**src/rtl/bcd_pkg.sv**
```systemverilog
// Shared constants, FSM state type and digit-validity helper for the
// serial packed-BCD adder.
package bcd_pkg;

    localparam logic [3:0] BCD_DIGIT_MAX = 4'd9;
    localparam int         DIGIT_W       = 4;

    typedef enum logic [1:0] {
        IDLE = 2'd0,
        RUN  = 2'd1,
        DONE = 2'd2
    } state_t;

    // A nibble is a legal BCD digit when it does not exceed 9.
    function automatic logic is_bcd_digit(input logic [3:0] d);
        return (d <= BCD_DIGIT_MAX);
    endfunction

endpackage

```
**src/rtl/bcd_pair_add.sv**
```systemverilog
// Combinational two-digit BCD adder: adds two packed BCD pairs plus a
// decimal carry-in and produces a packed BCD pair and decimal carry-out.
// Non-BCD inputs give a well-defined but meaningless result; the
// controller flags and suppresses those cases.
module bcd_pair_add
    import bcd_pkg::*;
(
    input  logic [7:0] a,
    input  logic [7:0] b,
    input  logic       cin,
    output logic [7:0] sum,
    output logic       cout
);

    // One decimal digit stage; returns {carry, digit}.
    function automatic logic [4:0] digit_add(input logic [3:0] x,
                                             input logic [3:0] y,
                                             input logic       c);
        logic [4:0] raw;
        raw = {1'b0, x} + {1'b0, y} + {4'b0000, c};
        if (raw > {1'b0, BCD_DIGIT_MAX}) begin
            digit_add = {1'b1, 4'(raw - 5'd10)};
        end else begin
            digit_add = raw;
        end
    endfunction

    logic [4:0] lo_res;
    logic [4:0] hi_res;

    // Ripple the decimal carry from the low digit into the high digit.
    always_comb begin
        lo_res = digit_add(a[3:0], b[3:0], cin);
        hi_res = digit_add(a[7:4], b[7:4], lo_res[4]);
        sum    = {hi_res[3:0], lo_res[3:0]};
        cout   = hi_res[4];
    end

endmodule

```
**src/rtl/bcd_serial_add_ctrl.sv**
```systemverilog
// Multi-cycle controller that adds two DIGITS-wide packed-BCD operands by
// streaming them, one digit pair per cycle (LS pair first), through a
// single two-digit BCD adder with the decimal carry held between cycles.
module bcd_serial_add_ctrl
    import bcd_pkg::*;
#(
    parameter int DIGITS = 8
) (
    input  logic                    clk_in,
    input  logic                    rst_in,
    input  logic                    start_in,
    input  logic                    abort_in,
    input  logic [4*DIGITS-1:0]     a_in,
    input  logic [4*DIGITS-1:0]     b_in,
    input  logic                    cin_in,
    output logic                    ready_out,
    output logic                    busy_out,
    output logic                    done_out,
    output logic [4*DIGITS-1:0]     sum_out,
    output logic                    cout_out,
    output logic                    err_out
);

    localparam int PAIRS = DIGITS / 2;
    localparam int IDXW  = (PAIRS > 1) ? $clog2(PAIRS) : 1;
    localparam int W     = DIGIT_W * DIGITS;
    localparam logic [IDXW-1:0] LAST_IDX = IDXW'(PAIRS - 1);

    state_t          state;
    state_t          state_next;
    logic [IDXW-1:0] idx;
    logic [W-1:0]    a_sr;
    logic [W-1:0]    b_sr;
    logic [W-1:0]    res_sr;
    logic            carry;
    logic            err_sticky;

    logic [7:0]      pair_sum;
    logic            pair_cout;
    logic            pair_err;
    logic [W+7:0]    res_cat;
    logic [W-1:0]    res_next;
    logic            last_pair;
    logic            finish;

    bcd_pair_add u_pair_add (
        .a    (a_sr[7:0]),
        .b    (b_sr[7:0]),
        .cin  (carry),
        .sum  (pair_sum),
        .cout (pair_cout)
    );

    // New pair enters at the top of the result register so that after
    // PAIRS shifts pair 0 sits in the least-significant byte.
    assign res_cat  = {pair_sum, res_sr};
    assign res_next = res_cat[W+7:8];

    assign pair_err = !is_bcd_digit(a_sr[3:0]) || !is_bcd_digit(a_sr[7:4]) ||
                      !is_bcd_digit(b_sr[3:0]) || !is_bcd_digit(b_sr[7:4]);

    assign last_pair = (idx == LAST_IDX);
    // Abort takes priority over completing the final pair.
    assign finish    = (state == RUN) && !abort_in && last_pair;

    // State register.
    always_ff @(posedge clk_in or posedge rst_in) begin
        if (rst_in) begin
            state <= IDLE;
        end else begin
            state <= state_next;
        end
    end

    // Next-state decode and handshake outputs.
    always_comb begin
        state_next = state;
        ready_out  = 1'b0;
        busy_out   = 1'b0;
        done_out   = 1'b0;
        unique case (state)
            IDLE: begin
                ready_out = 1'b1;
                if (start_in) begin
                    state_next = RUN;
                end
            end
            RUN: begin
                busy_out = 1'b1;
                if (abort_in) begin
                    state_next = IDLE;
                end else if (last_pair) begin
                    state_next = DONE;
                end
            end
            DONE: begin
                done_out   = 1'b1;
                state_next = IDLE;
            end
            default: begin
                state_next = IDLE;
            end
        endcase
    end

    // Operand/result shift registers, carry, sticky error and pair index.
    always_ff @(posedge clk_in or posedge rst_in) begin
        if (rst_in) begin
            a_sr       <= '0;
            b_sr       <= '0;
            res_sr     <= '0;
            carry      <= 1'b0;
            err_sticky <= 1'b0;
            idx        <= '0;
        end else begin
            if (state == IDLE && start_in) begin
                a_sr       <= a_in;
                b_sr       <= b_in;
                res_sr     <= '0;
                carry      <= cin_in;
                err_sticky <= 1'b0;
                idx        <= '0;
            end else if (state == RUN && !abort_in) begin
                a_sr       <= a_sr >> 8;
                b_sr       <= b_sr >> 8;
                res_sr     <= res_next;
                carry      <= pair_cout;
                err_sticky <= err_sticky | pair_err;
                idx        <= idx + IDXW'(1);
            end
        end
    end

    // Result outputs update only when the final pair completes.
    always_ff @(posedge clk_in or posedge rst_in) begin
        if (rst_in) begin
            sum_out  <= '0;
            cout_out <= 1'b0;
            err_out  <= 1'b0;
        end else if (finish) begin
            if (err_sticky || pair_err) begin
                sum_out  <= '0;
                cout_out <= 1'b0;
                err_out  <= 1'b1;
            end else begin
                sum_out  <= res_next;
                cout_out <= pair_cout;
                err_out  <= 1'b0;
            end
        end
    end

endmodule
```
**config.mk**
```make
export PLATFORM = sky130hd
export DESIGN_NAME = bcd_serial_add_ctrl
export DESIGN_NICKNAME = d
export VERILOG_FILES = /design/src/rtl/bcd_pkg.sv /design/src/rtl/bcd_pair_add.sv /design/src/rtl/bcd_serial_add_ctrl.sv
export SDC_FILE = /design/constraint.sdc
export NUM_CORES = 1
export LEC_CHECK = 0
export CORE_AREA = 2 2 120 122
export CTS_CLUSTER_DIAMETER = 50
export CTS_CLUSTER_SIZE = 10
export DETAILED_ROUTE_END_ITERATION = 8
export DIE_AREA = 0 0 122 124
export GPL_TIMING_DRIVEN = 0
export HOLD_SLACK_MARGIN = 0.15
export SETUP_SLACK_MARGIN = 0.3
export SYNTH_ARGS = -nofsm -noshare
export SYNTH_HDL_FRONTEND = slang
export SYNTH_SLANG_ARGS = --single-unit
```
**constraint.sdc**
```tcl
create_clock -name clk_in -period 5.3 [get_ports clk_in]
set_clock_uncertainty 0.05 [all_clocks]
set_input_delay 1.06 -clock clk_in [delete_from_list [all_inputs] [get_ports clk_in]]
set_output_delay 1.06 -clock clk_in [all_outputs]
set_load 0.05 [all_outputs]
```
==> results of run 1 <==
## area by class of cell
cell class                      count  area [um^2]  area share, %
Buffer                             33          149           2.02
Clock buffer                       20          457           6.20
Clock inverter                     11          139           1.88
Inverter                            9         38.8          0.526
Multi-Input combinational cell    351         2080           28.2
Sequential cell                   128         3200           43.5
Tap cell                          180          225           3.06
Timing Repair Buffer              106         1080           14.6
## Yosys cell counts, types with 2 or more instances
cell type and count:
nand2_1 151, or3_1 2, and2_1 2, nor2_1 9, xnor2_1 4, dfrtp_1 128
mux2i_1 3, a31oi_1 2, inv_1 8, a21o_1 2, a221o_1 2, nand2b_1 2
nor3_1 5, clkbuf_1 17, fa_1 4, a21oi_1 4, buf_2 14, ha_1 9
a22oi_1 47, a22o_1 43, nor2b_1 2, buf_4 2, o21ai_0 35, o21ai_1 4
## power groups by stage
stage | registers, mW | logic, mW | clock network (mW)
global placement | 1.54 | 2.02 | 0
floorplan | 1.62 | 1.38 | 0
global route | 1.58 | 2.30 | 1.23
detailed placement | 1.55 | 2.08 | 0
finish | 1.53 | 2.09 | 1.17
CTS | 1.54 | 2.09 | 1.19
## logic make-up (layout without fill, tap and decap cells)
logic type | count (synthesis) | after routing | synth area share, %
compound gates | 150 | 150 | 20.0
mux | 3 | 3 | 0.549
xor+xnor | 4 | 4 | 0.641
flops | 128 | 128 | 58.6
simple gates | 181 | 181 | 13.4
fa+ha+maj | 13 | 13 | 3.53
buf+inv | 42 | 179 | 3.34
## worst max-delay path, cell delays in order, from the launching register on
cell	delay (ns)
dfrtp_1	0.41
fa_1	0.47
fa_1	0.44
xnor2_1	0.43
and2_1	0.24
o21a_1	0.14
fa_1	0.18
inv_1	0.05
fa_1	0.40
xnor2_1	0.20
ha_1	0.26
a22o_1	0.22
o31a_4	0.30
mux2i_1	0.15
a22o_1	0.25
## through the flow
step           util, %  power [mW]  hold WS, ns
2_1_floorplan        -        3.00        0.396
3_3_place_gp      49.1        3.55        0.409
3_5_place_dp      49.4        3.63        0.413
4_1_cts           53.7        4.82        0.427
5_1_grt           53.7        5.11        0.447
6_report          53.7        4.79        0.422
## per-layer routing
metal  up-vias  routed length, um  share of wire [%]  GRT usage [%]
li1       2077                  -                  -              -
met5         -                  0                  0              0
met2       146               6380                 47           31.4
met4         0                435                3.2           10.8
met3        35                724                5.3           4.76
met1      2146               6070                 45           24.2
## worst min path at each step
stage	start	endpoint	slack, ns	cells after the start
global placement	b_sr[20]	b_sr[20]	0.41	2
global route	b_sr[18]	b_sr[18]	0.45	2
CTS	b_sr[16]	b_sr[16]	0.43	2
finish	b_sr[16]	b_sr[16]	0.42	2
floorplan	a_sr[10]	a_sr[10]	0.40	2
detailed placement	b_sr[16]	b_sr[16]	0.41	2
## sequential cells by signal, indices dropped and copies added, names as in the netlist, 2 cells and up
name and count:
idx 2, state 2, a_sr 32, b_sr 32, res_sr 24, sum_out 32
==> flow_summary.json, run 1 <==
{
  "clockBufferDepth": 2,
  "core_area_um2": 13700,
  "cts.sinks": 128,
  "stdcell_count": 838,
  "avgRoutedWirePerCell_um": 16.2,
  "seqPwrFrac_pct": 32.0,
  "setup_violations": 0,
  "period_needed_ns": 4.32,
  "syn_area_per_cell_um2": 10.5,
  "power_density_nw_per_um2": 650,
  "critPathCapture": "res_sr[30]",
  "hp-class": "reg -> reg",
  "endpoint_kind": "flip-flop",
  "nFillCells": 1238,
  "combPwrFrac_pct": 43.6,
  "final_cell_mix": "nand2_1 (151), dfrtp_1 (128), clkdlybuf4s50_1 (105)",
  "ctsHoldBuffers": 0,
  "arrival_ns": 4.57,
  "drive_above_1_share_pct": 8.21,
  "netlist_area_um2": 5470,
  "cp-startpoint": "a_sr[0]",
  "r2r_cells": 14,
  "yosys.area.top_type": "dfrtp_1",
  "p_int_mw": 2.90,
  "grt_max_degree": 66,
  "ys_ff_latch": 128,
  "htreeDepth": 4,
  "port_buffers": 105,
  "clk-insertion-delay-late_ns": 0.41,
  "cts_tree": "built",
  "cts.clk_slew.worst_paths_ns": 0.06,
  "peakVddDrop_mv": 0.262,
  "r2r_start": "a_sr[0]",
  "drc": 0,
  "area_growth_pct": 34.8,
  "rsz0062_at_grt": "no",
  "rrSetupSlack_ns": 0.98,
  "yosysWarnings": 0,
  "die_w_um": 122,
  "root_buffer": "clkbuf_16",
  "drtPass1Iterations": 5,
  "nets": 728,
  "post_cts_resized": 0,
  "dp_slack_ns": 0.998,
  "ys_types": 44,
  "dp_cells": 807,
  "cp_max_fo": 7,
  "tns_ns": 0,
  "syn_inst": 521,
  "wl_um": 13600,
  "fmax_ghz": 0.231,
  "status": "completed",
  "critPathLaunchType": "flip-flop",
  "final_common_cell": "nand2_1",
  "dp.final_hpwl_um": 9910,
  "tritoncts.num_buffers": 17,
  "die_area_um2": 15100,
  "grtUsageTotal_pct": 19.5,
  "drt_iter0_markers": 217,
  "worst_pin_slew_ns": 0.574,
  "antennaDiodeCount": 0,
  "setup_ws_ns": 0.978,
  "p_clk_share_pct": 24.4,
  "r2r-end": "res_sr[30]",
  "ys_seq_area_share_pct": 58.6,
  "grt_pass1_vias": 4558,
  "yosysTopAreaCellShare_pct": 58.6,
  "fin_crit_sh_pct": 81.5,
  "placed_cell_area_um2": 6770,
  "post_cts_buffers": 0,
  "start_util_pct": 39.8,
  "report.final.slew_viol_count": 0,
  "relSlewSlack_pct": 61.7,
  "max_cap_viol_count": 0,
  "required_ns": 5.55,
  "vias": 4404,
  "p_leak_nw": 3.41,
  "rows": 43,
  "synth_edf_count": 0,
  "grt_pass1_wl_um": 22300,
  "yosys-top-cells-area": "dfrtp_1 (59%), nand2_1 (10%), a22o_1 (6.9%), a22oi_1 (6.5%), o21ai_0 (3.2%)",
  "path_class": "reg -> reg",
  "place_congestion": 0.814,
  "synth_flop_cell": "dfrtp_1",
  "ios": 106,
  "synthArstFlopShare_pct": 100,
  "chipHeight_um": 124,
  "final_hold_viol_count": 0,
  "ant_nets": 0,
  "grt_overflow": 0,
  "postLayoutCellArea_um2": 7370,
  "netSwitchingPower_mw": 1.88,
  "antenna_found_initial": 0,
  "switching_share_pct": 39.3,
  "synthesis.nets": 603,
  "via_per_inst": 5.26
}
Note: power is estimated with default switching activity, not from simulation.
==> run 2, diff against run 1 <==
--- a/config.mk
+++ b/config.mk
@@ -12,6 +12,7 @@
 export DIE_AREA = 0 0 122 124
 export GPL_TIMING_DRIVEN = 0
 export HOLD_SLACK_MARGIN = 0.15
+export PLACE_DENSITY = 0.66
 export SETUP_SLACK_MARGIN = 0.3
 export SYNTH_ARGS = -nofsm -noshare
 export SYNTH_HDL_FRONTEND = slang
==> constraint.sdc (replaced) <==
create_clock -name clk_in -period 3.7 [get_ports clk_in]
set_clock_uncertainty 0.05 [all_clocks]
set_input_delay 0.74 -clock clk_in [delete_from_list [all_inputs] [get_ports clk_in]]
set_output_delay 0.74 -clock clk_in [all_outputs]
set_load 0.05 [all_outputs]
==> run 2 against run 1 <==
The flow now finishes with violations (setup timing). Clock-buffer cell count rose by 2. Clock power rose by 42%. Critical path depth did not move. Highest routed layer unchanged. Global-route usage fell by 0.15 points.
==> flow_summary.json, run 2 (synthesis gave the netlist of run 1 again) <==
{
  "p_int_mw": 4.77,
  "max_cap_viol_count": 0,
  "combPwrFrac_pct": 50.5,
  "power_density_nw_per_um2": 1020,
  "worst_pin_slew_ns": 0.609,
  "switching_share_pct": 38.6,
  "r2r_cells": 14,
  "grt_overflow": 0,
  "setup_violations": 5,
  "grtUsageTotal_pct": 19.3,
  "final_cell_mix": "nand2_1 (151), dfrtp_1 (128), clkdlybuf4s50_1 (105)",
  "status": "complete, but fails checks",
  "critPathLaunchType": "flip-flop",
  "die_area_um2": 15100,
  "cts.clk_slew.worst_paths_ns": 0.05,
  "cp_max_fo": 4,
  "fin_crit_sh_pct": 104,
  "antenna_found_initial": 0,
  "root_buffer": "clkbuf_16",
  "wl_met1_um": 5920,
  "drtPass1Iterations": 4,
  "cts.sinks": 128,
  "cpMostUsedCell": "fa_2",
  "path_class": "reg -> reg",
  "p_clk_share_pct": 21.3,
  "reg_top3": "a_sr x32, b_sr x32, sum_out x32",
  "wl_um": 13600,
  "fmax_ghz": 0.259,
  "clk-insertion-delay-late_ns": 0.42,
  "cp_slowest_cell": "fa_2",
  "netSwitchingPower_mw": 3.01,
  "r2r_start": "carry",
  "nets": 741,
  "htreeDepth": 4,
  "stdcell_count": 852,
  "final_hold_viol_count": 0,
  "r2r-end": "res_sr[30]",
  "routed-wl-met2_um": 6390,
  "seqPwrFrac_pct": 28.2,
  "drc": 0,
  "place_congestion": 0.799,
  "area_growth_pct": 39.2,
  "whs_path_depth": 2,
  "dp.final_hpwl_um": 9970,
  "ios": 106,
  "cts_tree": "built",
  "report.final.slew_viol_count": 0,
  "ant_nets": 0,
  "final_util_pct": 55.4,
  "p_leak_nw": 3.50,
  "final_common_cell": "nand2_1",
  "violations": "setup timing",
  "rrSetupSlack_ns": -0.16,
  "start_util_pct": 39.8,
  "grt_pass1_wl_um": 22200,
  "ctsHoldBuffers": 0,
  "endpoint_kind": "flip-flop",
  "relSlewSlack_pct": 59.3,
  "hp-class": "reg -> reg",
  "vias": 4416,
  "wl_met3_um": 960,
  "antennaDiodeCount": 0,
  "period_needed_ns": 3.86,
  "via_per_inst": 5.18,
  "grt_max_degree": 40,
  "required_ns": 3.95,
  "drt_iter0_markers": 309,
  "top_layer": "met4",
  "cpPeakStageDelay_ns": 0.53,
  "clockBufferDepth": 2,
  "path_cells": "fa_2, fa_2, a21o_1, a21oi_2, o21a_1, fa_2, inv_2, fa_2, inv_2, ha_4, a22o_1, o31a_4, mux2i_2, a22o_1",
  "grt_pass1_vias": 4400,
  "drive_above_1_share_pct": 13.1,
  "rsz0062_at_grt": "yes",
  "arrival_ns": 4.11,
  "peakVddDrop_mv": 0.683,
  "rows": 43,
  "port_buffers": 105,
  "min-delay-start": "sum_out[6]",
  "avgRoutedWirePerCell_um": 15.9,
  "die_w_um": 122,
  "setup_ws_ns": -0.159,
  "dp_cells": 809,
  "chipHeight_um": 124,
  "tritoncts.num_buffers": 17,
  "min_to": "sum_out[6]",
  "core_area_um2": 13700
}
[run 2: worst max path at each step]
stage	from	to	slack [ns]	depth (start not counted)
6_report	carry	res_sr[30]	-0.16	14
3_3_place_gp	carry	res_sr[30]	-0.20	14
3_5_place_dp	carry	res_sr[30]	-0.25	14
4_1_cts	carry	res_sr[30]	-0.13	14
2_1_floorplan	carry	res_sr[30]	-0.03	14
5_1_grt	carry	res_sr[30]	-0.27	14
[run 2: final cells by class]
cell class	instances	area, um^2
flip-flops and latches	128	3200
fillers	1226	6110
well taps	180	225
plain buffers	33	149
multi-input cells	351	2190
clock inverters	10	106
clock buffers	22	494
inverters	9	37.5
repair buffers	119	1200
[run 2: layer usage]
layer / track usage [%] / up-vias
met3: 4.99 / 26
met1: 25.3 / 2112
li1: - / 2114
met2: 30.9 / 164
met4: 7.83 / 0
met5: 0 / -
[run 2: power groups by stage]
stage	combinational (mW)	clock, mW	sequential, mW
after floorplan	2.12	0	2.32
after global placement	3.01	0	2.20
after detailed placement	3.12	0	2.22
after CTS	3.59	1.68	2.20
after global routing	4.27	1.74	2.26
final	3.93	1.66	2.19
[run 2: through the flow]
step                      setup TNS [ns]  setup WS [ns]  instance area, um^2  power [mW]  hold slack [ns]
after floorplan                  -0.0323        -0.0292                 5510        4.44            0.396
after global placement            -0.702         -0.201                 6790        5.21            0.410
after detailed placement          -0.887         -0.251                 6850        5.34            0.414
after CTS                         -0.404         -0.134                 7540        7.47            0.428
after global routing               -1.12         -0.269                 7610        8.27            0.456
final                             -0.526         -0.159                 7610        7.78            0.423
[run 2: what timing repair did]
item / CTS / global route
gates cloned: 0 / 0
endpoints found under the setup margin: 8 / 8
resized for setup: 12 / 5
setup buffers: 5 / 6
pin swaps: 9 / 6
[run 2: worst max-delay path: cells and delay by family (launching register included)]
kind                       cells  cell delay [ns]
adders and majority gates      5             1.73
muxes                          1             0.18
DFF                            1             0.40
buffers and inverters          2             0.09
AOI/OAI and AO/OA              6             1.29
==> run 3, diff against run 2 <==
--- a/config.mk
+++ b/config.mk
@@ -12,8 +12,9 @@
 export DIE_AREA = 0 0 122 124
 export GPL_TIMING_DRIVEN = 0
 export HOLD_SLACK_MARGIN = 0.15
-export PLACE_DENSITY = 0.66
+export PLACE_DENSITY = 0.74
 export SETUP_SLACK_MARGIN = 0.3
 export SYNTH_ARGS = -nofsm -noshare
 export SYNTH_HDL_FRONTEND = slang
 export SYNTH_SLANG_ARGS = --single-unit
+export TNS_END_PERCENT = 20
==> run 3 against run 2 <==
The flow still finishes with violations (setup timing). Sequential share of layout area grew 0.47 points. Total power shrank 3.9%. Clock-buffer cell count shrank 4. Flip-flop and latch count is the same. Non-clock buffer count shrank 5. Combinational power shrank 8.1%. Wire length grew 5.5%. Global-route usage grew 0.89 points. Die area is the same. Largest cell class unchanged. Largest power group unchanged.
==> flow_summary.json, run 3 (synthesis gave the netlist of run 1 again) <==
{
  "grt_overflow": 0,
  "met3_usage_pct": 4.03,
  "htreeDepth": 4,
  "max_cap_viol_count": 0,
  "endpoint_kind": "flip-flop",
  "fin_crit_sh_pct": 104,
  "busiest_layer": "met2",
  "wl_um": 14300,
  "ios": 106,
  "placed_cell_area_um2": 6810,
  "violations": "setup timing",
  "drtPass1Iterations": 5,
  "tritoncts.num_buffers": 17,
  "chipHeight_um": 124,
  "antennaDiodeCount": 0,
  "area_growth_pct": 37.7,
  "grt_util_met2_pct": 33.4,
  "core_area_um2": 13700,
  "power_density_nw_per_um2": 994,
  "die_w_um": 122,
  "nFillCells": 1205,
  "ant_nets": 0,
  "cts.sinks": 128,
  "root_buffer": "clkbuf_16",
  "dp.final_hpwl_um": 10400,
  "required_ns": 3.95,
  "grt_max_degree": 44,
  "rsz0062_at_grt": "yes",
  "port_buffers": 105,
  "report.final.slew_viol_count": 0,
  "clockBufferDepth": 2,
  "reg_top3": "a_sr x32, b_sr x32, sum_out x32",
  "tns_ns": -0.581,
  "cts.clk_slew.worst_paths_ns": 0.06,
  "dp_cells": 809,
  "worst_pin_slew_ns": 0.578,
  "grt_use_met1_pct": 26.2,
  "path_class": "reg -> reg",
  "peakVddDrop_mv": 0.544,
  "fmax_ghz": 0.259,
  "multi_input_area_um2": 2160,
  "grtUsageTotal_pct": 20.2,
  "start_util_pct": 39.8,
  "vias": 4468,
  "clk-insertion-delay-late_ns": 0.41,
  "antenna_found_initial": 0,
  "drc": 0,
  "grt_pass1_vias": 4561,
  "hp-class": "reg -> reg",
  "period_needed_ns": 3.86,
  "place_congestion": 0.828,
  "r2r_cells": 14,
  "avgRoutedWirePerCell_um": 16.9,
  "postLayoutCellArea_um2": 7520,
  "regArea_um2": 3200,
  "grt_pass1_wl_um": 23300,
  "ctsHoldBuffers": 0,
  "final_cell_mix": "nand2_1 (151), dfrtp_1 (128), clkdlybuf4s50_1 (105)",
  "relSlewSlack_pct": 61.5,
  "critPathLaunchType": "flip-flop",
  "drive_above_1_share_pct": 11.8,
  "rows": 43,
  "setup_violations": 4,
  "nets": 736,
  "arrival_ns": 4.11,
  "cts_tree": "built",
  "via_per_inst": 5.28,
  "p_leak_nw": 3.44,
  "stdcell_count": 847,
  "final_hold_viol_count": 0,
  "final_common_cell": "nand2_1",
  "drt_iter0_markers": 239,
  "cp_max_fo": 4,
  "status": "complete, but fails checks",
  "setup_ws_ns": -0.164,
  "whs_path_depth": 2,
  "die_area_um2": 15100,
  "whs_ns": 0.424
}
## run 3: cell types whose count changed in the layout (fill, tap and decap cells not counted), moves of 2 or more
cell	change
buf_4	-3
inv_6	+3
buf_6	-2
clkinvlp_4	+5
clkbuf_8	-4
clkinv_4	+2
clkinv_2	-6
## run 3: layout make-up
class / instances / share of cell area, %
timing repair buffer: 114 / 15.4
sequential: 128 / 42.6
buffer: 33 / 1.98
tap: 180 / 2.99
inverter: 9 / 0.499
clock inverter: 14 / 2.10
multi-input combinational: 351 / 28.7
clock buffer: 18 / 5.84
## run 3: path summary, 6_finish.rpt
check	slack (ns)	startpoint	to
min	0.42	b_sr[14]	b_sr[14]
max in group asynchronous	2.15	rst_in	sum_out[20]
min reg2reg	0.42	b_sr[14]	b_sr[14]
max reg2reg	-0.16	b_sr[0]	res_sr[30]
max	-0.16	b_sr[0]	res_sr[30]
min in group asynchronous	0.67	rst_in	a_sr[28]
## run 3: stage by stage
step / worst slack, ns / power (mW) / util [%]
final: -0.164 / 7.48 / 54.8
after global routing: -0.272 / 7.90 / 54.8
after CTS: -0.178 / 7.38 / 54.7
after detailed placement: -0.659 / 5.20 / 49.6
after global placement: -0.496 / 5.03 / 49.2
after floorplan: -0.252 / 4.29 / -
## run 3: critical path, stage by stage (launching register included)
cell and delay [ns]:
dfrtp_1 0.40, fa_2 0.42, fa_2 0.40, a21o_1 0.19, a21oi_2 0.16, o21a_1 0.19
fa_2 0.23, inv_2 0.04, fa_2 0.53, inv_2 0.05, ha_4 0.16, a22o_1 0.21
o31a_4 0.31, mux2i_2 0.17, a22o_1 0.24
## run 3: routing by layer
layer	vias up	routed length, um
met5	-	0
met4	0	288
met1	2203	6350
met3	21	738
met2	147	6940
li1	2097	-
## run 3: power breakdown
| group | leakage, nW | total [mW] | switching (mW) | internal [mW] |
|---|---|---|---|---|
| logic | 1.50 | 3.61 | 2.03 | 1.58 |
| registers | 1.67 | 2.20 | 0.338 | 1.86 |
| clock network | 0.272 | 1.66 | 0.646 | 1.02 |
| total | 3.44 | 7.48 | 3.02 | 4.46 |
## run 3: what timing repair did
action | 4_1_cts | 5_1_grt
pin swaps | 12 | 6
gates resized for setup | 18 | 1
buffers inserted | 5 | 1
endpoints found under the setup margin | 8 | 8
